## config.mk

```make
export PLATFORM = sky130hd
export DESIGN_NAME = seq_restoring_divider_flat
export DESIGN_NICKNAME = d
export VERILOG_FILES = /design/src/rtl/seq_div_pkg.sv /design/src/rtl/seq_restoring_divider_if.sv /design/src/rtl/div_sub_stage.sv /design/src/rtl/seq_restoring_divider.sv /design/src/flat_wrapper.sv
export SDC_FILE = /design/constraint.sdc
export NUM_CORES = 1
export LEC_CHECK = 0
export CORE_MARGIN = 2
export CORE_UTILIZATION = 55
export CTS_CLUSTER_SIZE = 14
export DETAILED_ROUTE_END_ITERATION = 6
export PLACE_DENSITY_LB_ADDON = 0.3
export SETUP_SLACK_MARGIN = 0.2
export SYNTH_ARGS = -nofsm -noshare
export SYNTH_HDL_FRONTEND = slang
export SYNTH_HIERARCHICAL = 1
export SYNTH_SLANG_ARGS = --single-unit
```

## constraint.sdc

```tcl
create_clock -name clk -period 7.85 [get_ports clk]
set_input_delay 2.355 -clock clk [delete_from_list [all_inputs] [get_ports clk]]
set_output_delay 2.355 -clock clk [all_outputs]
set_load 0.1 [all_outputs]
```

## src/rtl/seq_div_pkg.sv

```systemverilog
// Shared definitions for the sequential restoring divider.
//   state_e   : controller states (IDLE, RUN, DONE), 2-bit encoding
//   cnt_width : iteration counter width for a given operand width (clog2)
package seq_div_pkg;

    typedef enum logic [1:0] {
        IDLE = 2'd0,
        RUN  = 2'd1,
        DONE = 2'd2
    } state_e;

    localparam int unsigned DEFAULT_WIDTH = 8;

    // Counter must hold 0..WIDTH-1; clamp to one bit for tiny widths.
    function automatic int unsigned cnt_width(input int unsigned width);
        return (width < 2) ? 1 : $clog2(width);
    endfunction

    localparam int unsigned DEFAULT_CNT_W = cnt_width(DEFAULT_WIDTH);

endpackage

```

## src/rtl/seq_restoring_divider_if.sv

```systemverilog
// Start/done handshake and result bus of the sequential divider.
//   master : ALU control side (drives start and operands, reads results)
//   slave  : divider side
interface seq_restoring_divider_if
    import seq_div_pkg::*;
#(
    parameter int WIDTH = DEFAULT_WIDTH
);
    logic             start;
    logic [WIDTH-1:0] dividend;
    logic [WIDTH-1:0] divisor;
    logic             busy;
    logic             done;
    logic [WIDTH-1:0] quotient;
    logic [WIDTH-1:0] remainder;
    logic             div_by_zero;

    modport master (
        output start, dividend, divisor,
        input  busy, done, quotient, remainder, div_by_zero
    );

    modport slave (
        input  start, dividend, divisor,
        output busy, done, quotient, remainder, div_by_zero
    );
endinterface

```

## src/rtl/div_sub_stage.sv

```systemverilog
// Combinational WIDTH-bit subtractor: difference = minuend - subtrahend.
// Built as a ripple of full-adder cells with the subtrahend inverted and
// carry-in = 1; borrow is the inverted final carry.
//   minuend, subtrahend : operands
//   difference          : result modulo 2**WIDTH
//   borrow              : 1 when subtrahend > minuend
module div_sub_stage #(
    parameter int WIDTH = 9
) (
    input  logic [WIDTH-1:0] minuend,
    input  logic [WIDTH-1:0] subtrahend,
    output logic [WIDTH-1:0] difference,
    output logic             borrow
);
    always_comb begin
        logic carry;
        logic b_inv;
        carry      = 1'b1;
        b_inv      = 1'b0;
        difference = '0;
        for (int i = 0; i < WIDTH; i++) begin
            b_inv         = ~subtrahend[i];
            difference[i] = minuend[i] ^ b_inv ^ carry;
            carry         = (minuend[i] & b_inv) | (carry & (minuend[i] ^ b_inv));
        end
        borrow = ~carry;
    end
endmodule

```

## src/rtl/seq_restoring_divider.sv

```systemverilog
// Multi-cycle unsigned restoring divider, one quotient bit per clock.
//   clk, rst : clock and asynchronous active-high reset
//   bus      : start/operands in; busy, done pulse, quotient, remainder,
//              div_by_zero out (results held until the next accepted start)
module seq_restoring_divider
    import seq_div_pkg::*;
#(
    parameter int WIDTH = DEFAULT_WIDTH
) (
    input  logic                   clk,
    input  logic                   rst,
    seq_restoring_divider_if.slave bus
);
    localparam int unsigned CW = cnt_width(WIDTH);

    state_e           state_q, state_d;
    logic [CW-1:0]    cnt_q, cnt_d;
    logic [WIDTH:0]   prem_q, prem_d;     // partial remainder
    logic [WIDTH-1:0] shreg_q, shreg_d;   // dividend bits out, quotient bits in
    logic [WIDTH-1:0] dvsr_q, dvsr_d;
    logic [WIDTH-1:0] quo_q, quo_d;
    logic [WIDTH-1:0] rem_q, rem_d;
    logic             dbz_q, dbz_d;

    logic [WIDTH:0]   shifted;
    logic [WIDTH:0]   trial;
    logic [WIDTH:0]   next_prem;
    logic             borrow;
    logic             unused_prem_msb;

    // The partial remainder is always < divisor, so its MSB is zero and
    // dropping it in the shift loses nothing.
    assign shifted         = {prem_q[WIDTH-1:0], shreg_q[WIDTH-1]};
    assign unused_prem_msb = prem_q[WIDTH];

    div_sub_stage #(
        .WIDTH (WIDTH + 1)
    ) u_sub (
        .minuend    (shifted),
        .subtrahend ({1'b0, dvsr_q}),
        .difference (trial),
        .borrow     (borrow)
    );

    // Restore on borrow, otherwise keep the trial difference.
    assign next_prem = borrow ? shifted : trial;

    always_comb begin
        state_d = state_q;
        cnt_d   = cnt_q;
        prem_d  = prem_q;
        shreg_d = shreg_q;
        dvsr_d  = dvsr_q;
        quo_d   = quo_q;
        rem_d   = rem_q;
        dbz_d   = dbz_q;
        unique case (state_q)
            IDLE, DONE: begin
                state_d = IDLE;
                if (bus.start) begin
                    if (bus.divisor == '0) begin
                        state_d = DONE;
                        quo_d   = '1;
                        rem_d   = bus.dividend;
                        dbz_d   = 1'b1;
                    end else begin
                        state_d = RUN;
                        shreg_d = bus.dividend;
                        dvsr_d  = bus.divisor;
                        prem_d  = '0;
                        cnt_d   = '0;
                    end
                end
            end
            RUN: begin
                prem_d  = next_prem;
                shreg_d = {shreg_q[WIDTH-2:0], ~borrow};
                cnt_d   = cnt_q + 1'b1;
                if (cnt_q == CW'(WIDTH - 1)) begin
                    state_d = DONE;
                    quo_d   = shreg_d;
                    rem_d   = next_prem[WIDTH-1:0];
                    dbz_d   = 1'b0;
                end
            end
            default: state_d = IDLE;
        endcase
    end

    always_ff @(posedge clk or posedge rst) begin
        if (rst) begin
            state_q <= IDLE;
            cnt_q   <= '0;
            prem_q  <= '0;
            shreg_q <= '0;
            dvsr_q  <= '0;
            quo_q   <= '0;
            rem_q   <= '0;
            dbz_q   <= 1'b0;
        end else begin
            state_q <= state_d;
            cnt_q   <= cnt_d;
            prem_q  <= prem_d;
            shreg_q <= shreg_d;
            dvsr_q  <= dvsr_d;
            quo_q   <= quo_d;
            rem_q   <= rem_d;
            dbz_q   <= dbz_d;
        end
    end

    assign bus.busy        = (state_q == RUN);
    assign bus.done        = (state_q == DONE);
    assign bus.quotient    = quo_q;
    assign bus.remainder   = rem_q;
    assign bus.div_by_zero = dbz_q;

endmodule
```

## src/flat_wrapper.sv

```systemverilog
// flat-port wrapper written by rule: the top's interface ports become plain ports
module seq_restoring_divider_flat import seq_div_pkg::*;
#(
    parameter int WIDTH = DEFAULT_WIDTH
)
  (clk, rst, bus_start, bus_dividend, bus_divisor, bus_busy, bus_done, bus_quotient, bus_remainder, bus_div_by_zero);
  seq_restoring_divider_if #(.WIDTH(WIDTH)) bus_i ();
  input  logic clk;
  input  logic rst;
  input wire logic [$bits(bus_i.start)-1:0] bus_start;
  input wire logic [$bits(bus_i.dividend)-1:0] bus_dividend;
  input wire logic [$bits(bus_i.divisor)-1:0] bus_divisor;
  output wire logic [$bits(bus_i.busy)-1:0] bus_busy;
  output wire logic [$bits(bus_i.done)-1:0] bus_done;
  output wire logic [$bits(bus_i.quotient)-1:0] bus_quotient;
  output wire logic [$bits(bus_i.remainder)-1:0] bus_remainder;
  output wire logic [$bits(bus_i.div_by_zero)-1:0] bus_div_by_zero;
  assign bus_i.start = bus_start;
  assign bus_i.dividend = bus_dividend;
  assign bus_i.divisor = bus_divisor;
  assign bus_busy = bus_i.busy;
  assign bus_done = bus_i.done;
  assign bus_quotient = bus_i.quotient;
  assign bus_remainder = bus_i.remainder;
  assign bus_div_by_zero = bus_i.div_by_zero;
  seq_restoring_divider #(.WIDTH(WIDTH)) u_core (.clk(clk), .rst(rst), .bus(bus_i));
endmodule
```

==> results of run 1 <==
==> state kept, by name (all words and copies together) (netlist names) <==
name                    cells
u_core/bus.quotient         8
u_core/cnt_q                3
u_core/bus.remainder        8
u_core/shreg_q              8
u_core/dvsr_q               8
u_core/bus.div_by_zero      1
u_core/prem_q               8
u_core/state_q              2
==> layout by cell type, fill, tap and decap left out <==
| master | count |
|---|---|
| conb_1 | 1 |
| o21ai_1 | 5 |
| clkbuf_8 | 6 |
| dfrtp_1 | 46 |
| mux2i_1 | 16 |
| or4_4 | 2 |
| clkinv_2 | 1 |
| a31oi_1 | 5 |
| clkbuf_1 | 1 |
| o21a_1 | 1 |
| o22a_1 | 7 |
| inv_1 | 25 |
| buf_4 | 3 |
| ha_1 | 3 |
| clkinv_1 | 1 |
| a21oi_1 | 13 |
| clkdlybuf4s50_1 | 37 |
| nor2b_1 | 2 |
| nand2b_1 | 1 |
| fa_1 | 8 |
| nand3_1 | 7 |
| o21ba_2 | 1 |
| nor2_2 | 1 |
| nand2_1 | 43 |
| nor2_1 | 9 |
| mux2_1 | 1 |
| inv_2 | 1 |
| a31o_1 | 8 |
| nor3_1 | 6 |
==> final cells by class <==
cell class / count / area [sq um]
clock inverter: 1 / 5.00
fill: 318 / 1250
inverter: 27 / 101
multi-input combinational: 140 / 951
timing repair buffer: 40 / 393
tap: 50 / 62.6
sequential: 46 / 1150
clock buffer: 7 / 86.3
==> worst max path at each step <==
| stage | from | to | slack (ns) | cells past startpoint |
|---|---|---|---|---|
| finish | u_core/state_q[1] | bus_busy | 2.94 | 4 |
| global route | u_core/state_q[1] | bus_busy | 2.83 | 4 |
| CTS | u_core/state_q[1] | bus_busy | 2.92 | 4 |
| detailed placement | u_core/shreg_q[7] | u_core/bus.remainder[4] | 3.09 | 14 |
| global placement | u_core/shreg_q[7] | u_core/bus.remainder[2] | 3.13 | 14 |
| floorplan | u_core/shreg_q[7] | u_core/bus.remainder[0] | 3.56 | 15 |
==> layer usage <==
layer,routed length (um),vias up
met3,184,6
met4,67,0
met5,0,-
met1,2000,814
met2,2170,41
li1,-,816
==> worst max-delay path: stages, from the launching register on <==
cell and delay (ns):
dfrtp_1 0.37, nand2b_1 0.13, buf_4 0.25, inv_2 0.30, clkdlybuf4s50_1 1.20
==> through the flow <==
| step | setup WS, ns | hold slack [ns] |
|---|---|---|
| after floorplan | 3.56 | 0.450 |
| after global placement | 3.13 | 0.468 |
| final | 2.94 | 0.490 |
| after detailed placement | 3.09 | 0.477 |
| after CTS | 2.92 | 0.491 |
| after global routing | 2.83 | 0.513 |
==> summary.txt, run 1 <==
Floorplan
  • Die Wd: 68.4 um
  • Initial Util: 57.0%
  • Die Area: 0.00468 sq mm
  • IO Pins: 38
  • Core area: 0.00400 sq mm
  • Die Ht: 68.4 um
  • Row Count: 23

Clocking
  • CTS resizes: 0
  • Clk sink count: 46
  • CTS buffer count: 5
  • Clock latency on the worst-skew pair: 0.30 ns
  • H-tree Lvls: 2
  • Clock transition at path regs: 0.08 ns
  • Max clock buf depth: 2
  • Post-CTS Setup Bufs: 0
  • Clock Root Buffer: clkbuf_8
  • CTS tree: built
  • CTS Hold Bufs: 0

Timing
  • Final Max Slew Viols: 0
  • Actual slew at the worst max-slew pin: 0.980 ns
  • RSZ-0062 raised after global routing: false
  • Final Setup Violations: 0
  • Setup TNS: 0 ns
  • F_max: 203 MHz
  • Clock Skew: 0.00561 ns
  • Slew HR: 34.5%
  • Period utilization: 62.6%
  • Min cycle time layout: 4.91 ns
  • Final hold violations: 0

Global route
  • Grt met2 use: 34.4%
  • Initial antenna violation count: 0
  • GRT overflow: 0
  • GRT Max-Usage Layer: met2
  • All-Layer GR Usage: 21.5%
  • GR Util met1: 27.8%
  • Largest net degree at the start of global routing: 47
  • GR Util met3: 5.43%
  • First-pass GRT wire length: 7220 um
  • Number of global-route vias before repair: 1598

Drt
  • DR WL/cell: 14.2 um
  • DRC viols: 0
  • TritonRoute pass-1 iters: 5
  • Final ANT Viol Nets: 0
  • Vias: 1677
  • Final WL: 4420 um
  • Vias per cell: 5.39
  • Detailed Route Iter0 Violations: 111

Final layout
  • Final core utilization: 68.8%
  • Design Area, Final: 0.00275 sq mm
  • Fin cells: 311
  • Post-layout nets: 290
  • Diode count: 0
  • Area Growth Syn to Fin: 20.6%
  • Fraction of layout instances using a drive strength above 1: 5.75%

Synthesis
  • Synth Cell Area: 0.00228 sq mm
  • Syn. warnings: 6
  • Mapped Nets: 257
  • Post-synthesis cell count: 227
  • Synth Area per Inst: 10.0 sq um

Status
  • Status: finished, final reports clean

Worst setup path
  • Worst setup EP type: output port
  • RR Startpoint: u_core/shreg_q[7]
  • Max FO, Critical Path: 42
  • Flop2flop setup slack: 3.07 ns
  • Worst endpoint required time: 5.50 ns
  • R2r worst-path depth: 14
  • Setup CP Type: register to output port
  • Worst EP arrival: 2.56 ns
  • Critical path startpoint category: register
  • Reg2reg end: u_core/bus.remainder[5]

Min path
  • Worst Hold Path EP: u_core/cnt_q[0]
  • Hold_sp: u_core/cnt_q[0]
  • Worst hold stages: 1
  • Hold WC Path Type: register to register

Flow run
  • MaxCap Viol Count: 0

Place
  • Area after DPL: 0.00266 sq mm
  • Port bufs: 37
  • DPL Wire Length: 3210 um
  • Placed Cells incl. Taps: 303
  • Final GP Congestion: 0.770
Power of run 1 is not shown: default switching activity piles up to over one toggle a cycle in this logic, so the estimate is an artifact.
==> inputs of run 2 (changes only) <==
Settings changed: CORE_UTILIZATION 55 to 48.
Clock period 7.85 ns to 4.36 ns, I/O delays scaled along.
==> run 2 against run 1 <==
  * Wire length is 8.9% higher
  * Via count increased by 2.7%
  * Setup slack got worse by 2.8 ns
  * Final cell count grew 3.2%
  * Register-to-register slack got worse by 2.9 ns
  * First-iteration DRC count up 56%
  * Critical path depth rose by 11
  * Worst hold slack worse by 0.0024 ns
  * Sequential share of layout area fell by 2.2 points
  * Utilization shrank 6.5 points
  * Die area up 14%
  * Flip-flop and latch count unchanged
==> summary.txt, run 2 (synthesis gave the netlist of run 1 again) <==
Floorplan
  • Die Area: 0.00532 sq mm (+14%)
  • Initial Util: 48.9% (-8.1 points)
  • Die Wd: 72.9 um (+6.6%)
  • IO Pins: 38 (unchanged)
  • Core area: 0.00466 sq mm (+17%)
  • Die Ht: 72.9 um (+6.6%)
  • Row Count: 25 (+8.7%)

Timing
  • Final hold violations: 0 (unchanged)
  • F_max: 239 MHz
  • Clock Skew: 0.00774 ns (+0.00213 ns)
  • Final Setup Violations: 0 (unchanged)
  • Slew HR: 35.1% (+0.66 points)
  • RSZ-0062 raised after global routing: true
  • Period utilization: 96.0%
  • Min cycle time layout: 4.19 ns
  • Final Max Slew Viols: 0 (unchanged)
  • Actual slew at the worst max-slew pin: 0.970 ns (-0.00982 ns)

Drt
  • DR WL/cell: 15.0 um (+5.5%)
  • Final ANT Viol Nets: 0 (unchanged)
  • Detailed Route Iter0 Violations: 173 (+56%)
  • DRC viols: 0 (unchanged)
  • Vias per cell: 5.36 (-0.52%)
  • Final WL: 4810 um (+8.9%)
  • Vias: 1722 (+2.7%)
  • TritonRoute pass-1 iters: 5 (unchanged)

Final layout
  • FF+latch area: 0.00115 sq mm (unchanged)
  • # fillers: 396 (+25%)
  • Fraction of layout instances using a drive strength above 1: 12.4% (+6.6 points)
  • Post-layout nets: 296 (+2.1%)
  • Diode count: 0 (unchanged)
  • Most frequent cells in the layout: dfrtp_1 (46), nand2_1 (43), clkdlybuf4s50_1 (36)
  • Most common cell after layout, fill and taps aside: dfrtp_1
  • Fin cells: 321 (+3.2%)
  • Area Growth Syn to Fin: 27.2%
  • Multi-input gate area: 977 sq um (+2.8%)

Worst setup path
  • Critical path startpoint category: register
  • Worst setup EP type: register
  • Setup CP Type: register to register
  • Worst endpoint required time: 4.53 ns (-0.97 ns)
  • Flop2flop setup slack: 0.17 ns (-2.90 ns)
  • Max FO, Critical Path: 5 (-88%)
  • Worst EP arrival: 4.36 ns (+1.80 ns)

Global route
  • GRT overflow: 0 (unchanged)
  • Initial antenna violation count: 0 (unchanged)
  • Largest net degree at the start of global routing: 43 (-8.5%)
  • Number of global-route vias before repair: 1645 (+2.9%)
  • All-Layer GR Usage: 20.0% (-1.5 points)
  • First-pass GRT wire length: 8050 um (+11%)

Place
  • Placed Cells incl. Taps: 310 (+2.3%)
  • Port bufs: 37 (unchanged)
  • Final GP Congestion: 0.777 (+1.0%)
  • DPL Wire Length: 3410 um (+6.3%)

Clocking
  • Clock transition at path regs: 0.09 ns (about the same)
  • Clk sink count: 46 (unchanged)
  • H-tree Lvls: 2 (unchanged)
  • Max clock buf depth: 2 (unchanged)
  • Clock latency on the worst-skew pair: 0.30 ns (about the same)
  • CTS tree: built
  • CTS buffer count: 5 (unchanged)
  • CTS Hold Bufs: 0 (unchanged)
  • Clock Root Buffer: clkbuf_8

Flow run
  • MaxCap Viol Count: 0 (unchanged)

Min path
  • Hold WC Path Type: register to register

Status
  • Status: finished, final reports clean
run 2: metrics by stage:
step	hold WS (ns)	worst slack (ns)	TNS (ns)	utilization [%]	cell area, sq um
after global routing	0.504	-0.0351	-0.0515	62.2	2900
after CTS	0.493	0.164	0	61.6	2870
after floorplan	0.450	0.224	0	-	2290
after global placement	0.466	0.0554	0	57.7	2690
after detailed placement	0.475	-0.0824	-0.593	57.7	2690
final	0.487	0.172	0	62.2	2900
run 2: repair_timing:
action	4_1_cts	5_1_grt
endpoints found under the setup margin	17	17
buffers inserted	2	0
resized for setup	7	2
gates cloned	0	1
pin swaps	0	5
run 2: cell type report:
class | instances | share of cell area (%)
Timing Repair Buffer | 46 | 15.9
Sequential cell | 46 | 39.7
Inverter | 27 | 3.49
Clock inverter | 2 | 2.07
Tap cell | 54 | 2.33
Clock buffer | 6 | 2.85
Multi-Input combinational cell | 140 | 33.7
run 2: worst paths after layout:
path,cells after the start,start,to
min in group asynchronous,2,rst,u_core/shreg_q[0]
min reg2reg,1,u_core/bus.quotient[0],u_core/bus.quotient[0]
max in group asynchronous,3,rst,u_core/bus.remainder[5]
max,15,u_core/shreg_q[7],u_core/bus.remainder[2]
max reg2reg,15,u_core/shreg_q[7],u_core/bus.remainder[2]
min,1,u_core/bus.quotient[0],u_core/bus.quotient[0]
run 2: worst max-delay path: stages (launching register included):
cell,delay [ns]
dfrtp_1,0.35
inv_1,0.05
ha_2,0.18
fa_2,0.34
fa_2,0.35
fa_2,0.36
fa_2,0.35
fa_2,0.34
fa_2,0.34
fa_2,0.36
fa_2,0.40
buf_8,0.16
mux2i_2,0.18
nor2_1,0.08
a21oi_1,0.15
mux2i_1,0.09
run 2: routing by layer:
| metal | GRT usage, % | vias to the layer above | share of wire (%) |
|---|---|---|---|
| li1 | - | 820 | - |
| met1 | 27.0 | 853 | 45 |
| met2 | 32.4 | 45 | 50 |
| met3 | 4.70 | 4 | 4.3 |
| met4 | 5.56 | 0 | 0.77 |
| met5 | 0 | - | 0 |
Power of run 2 is left out for the same reason.
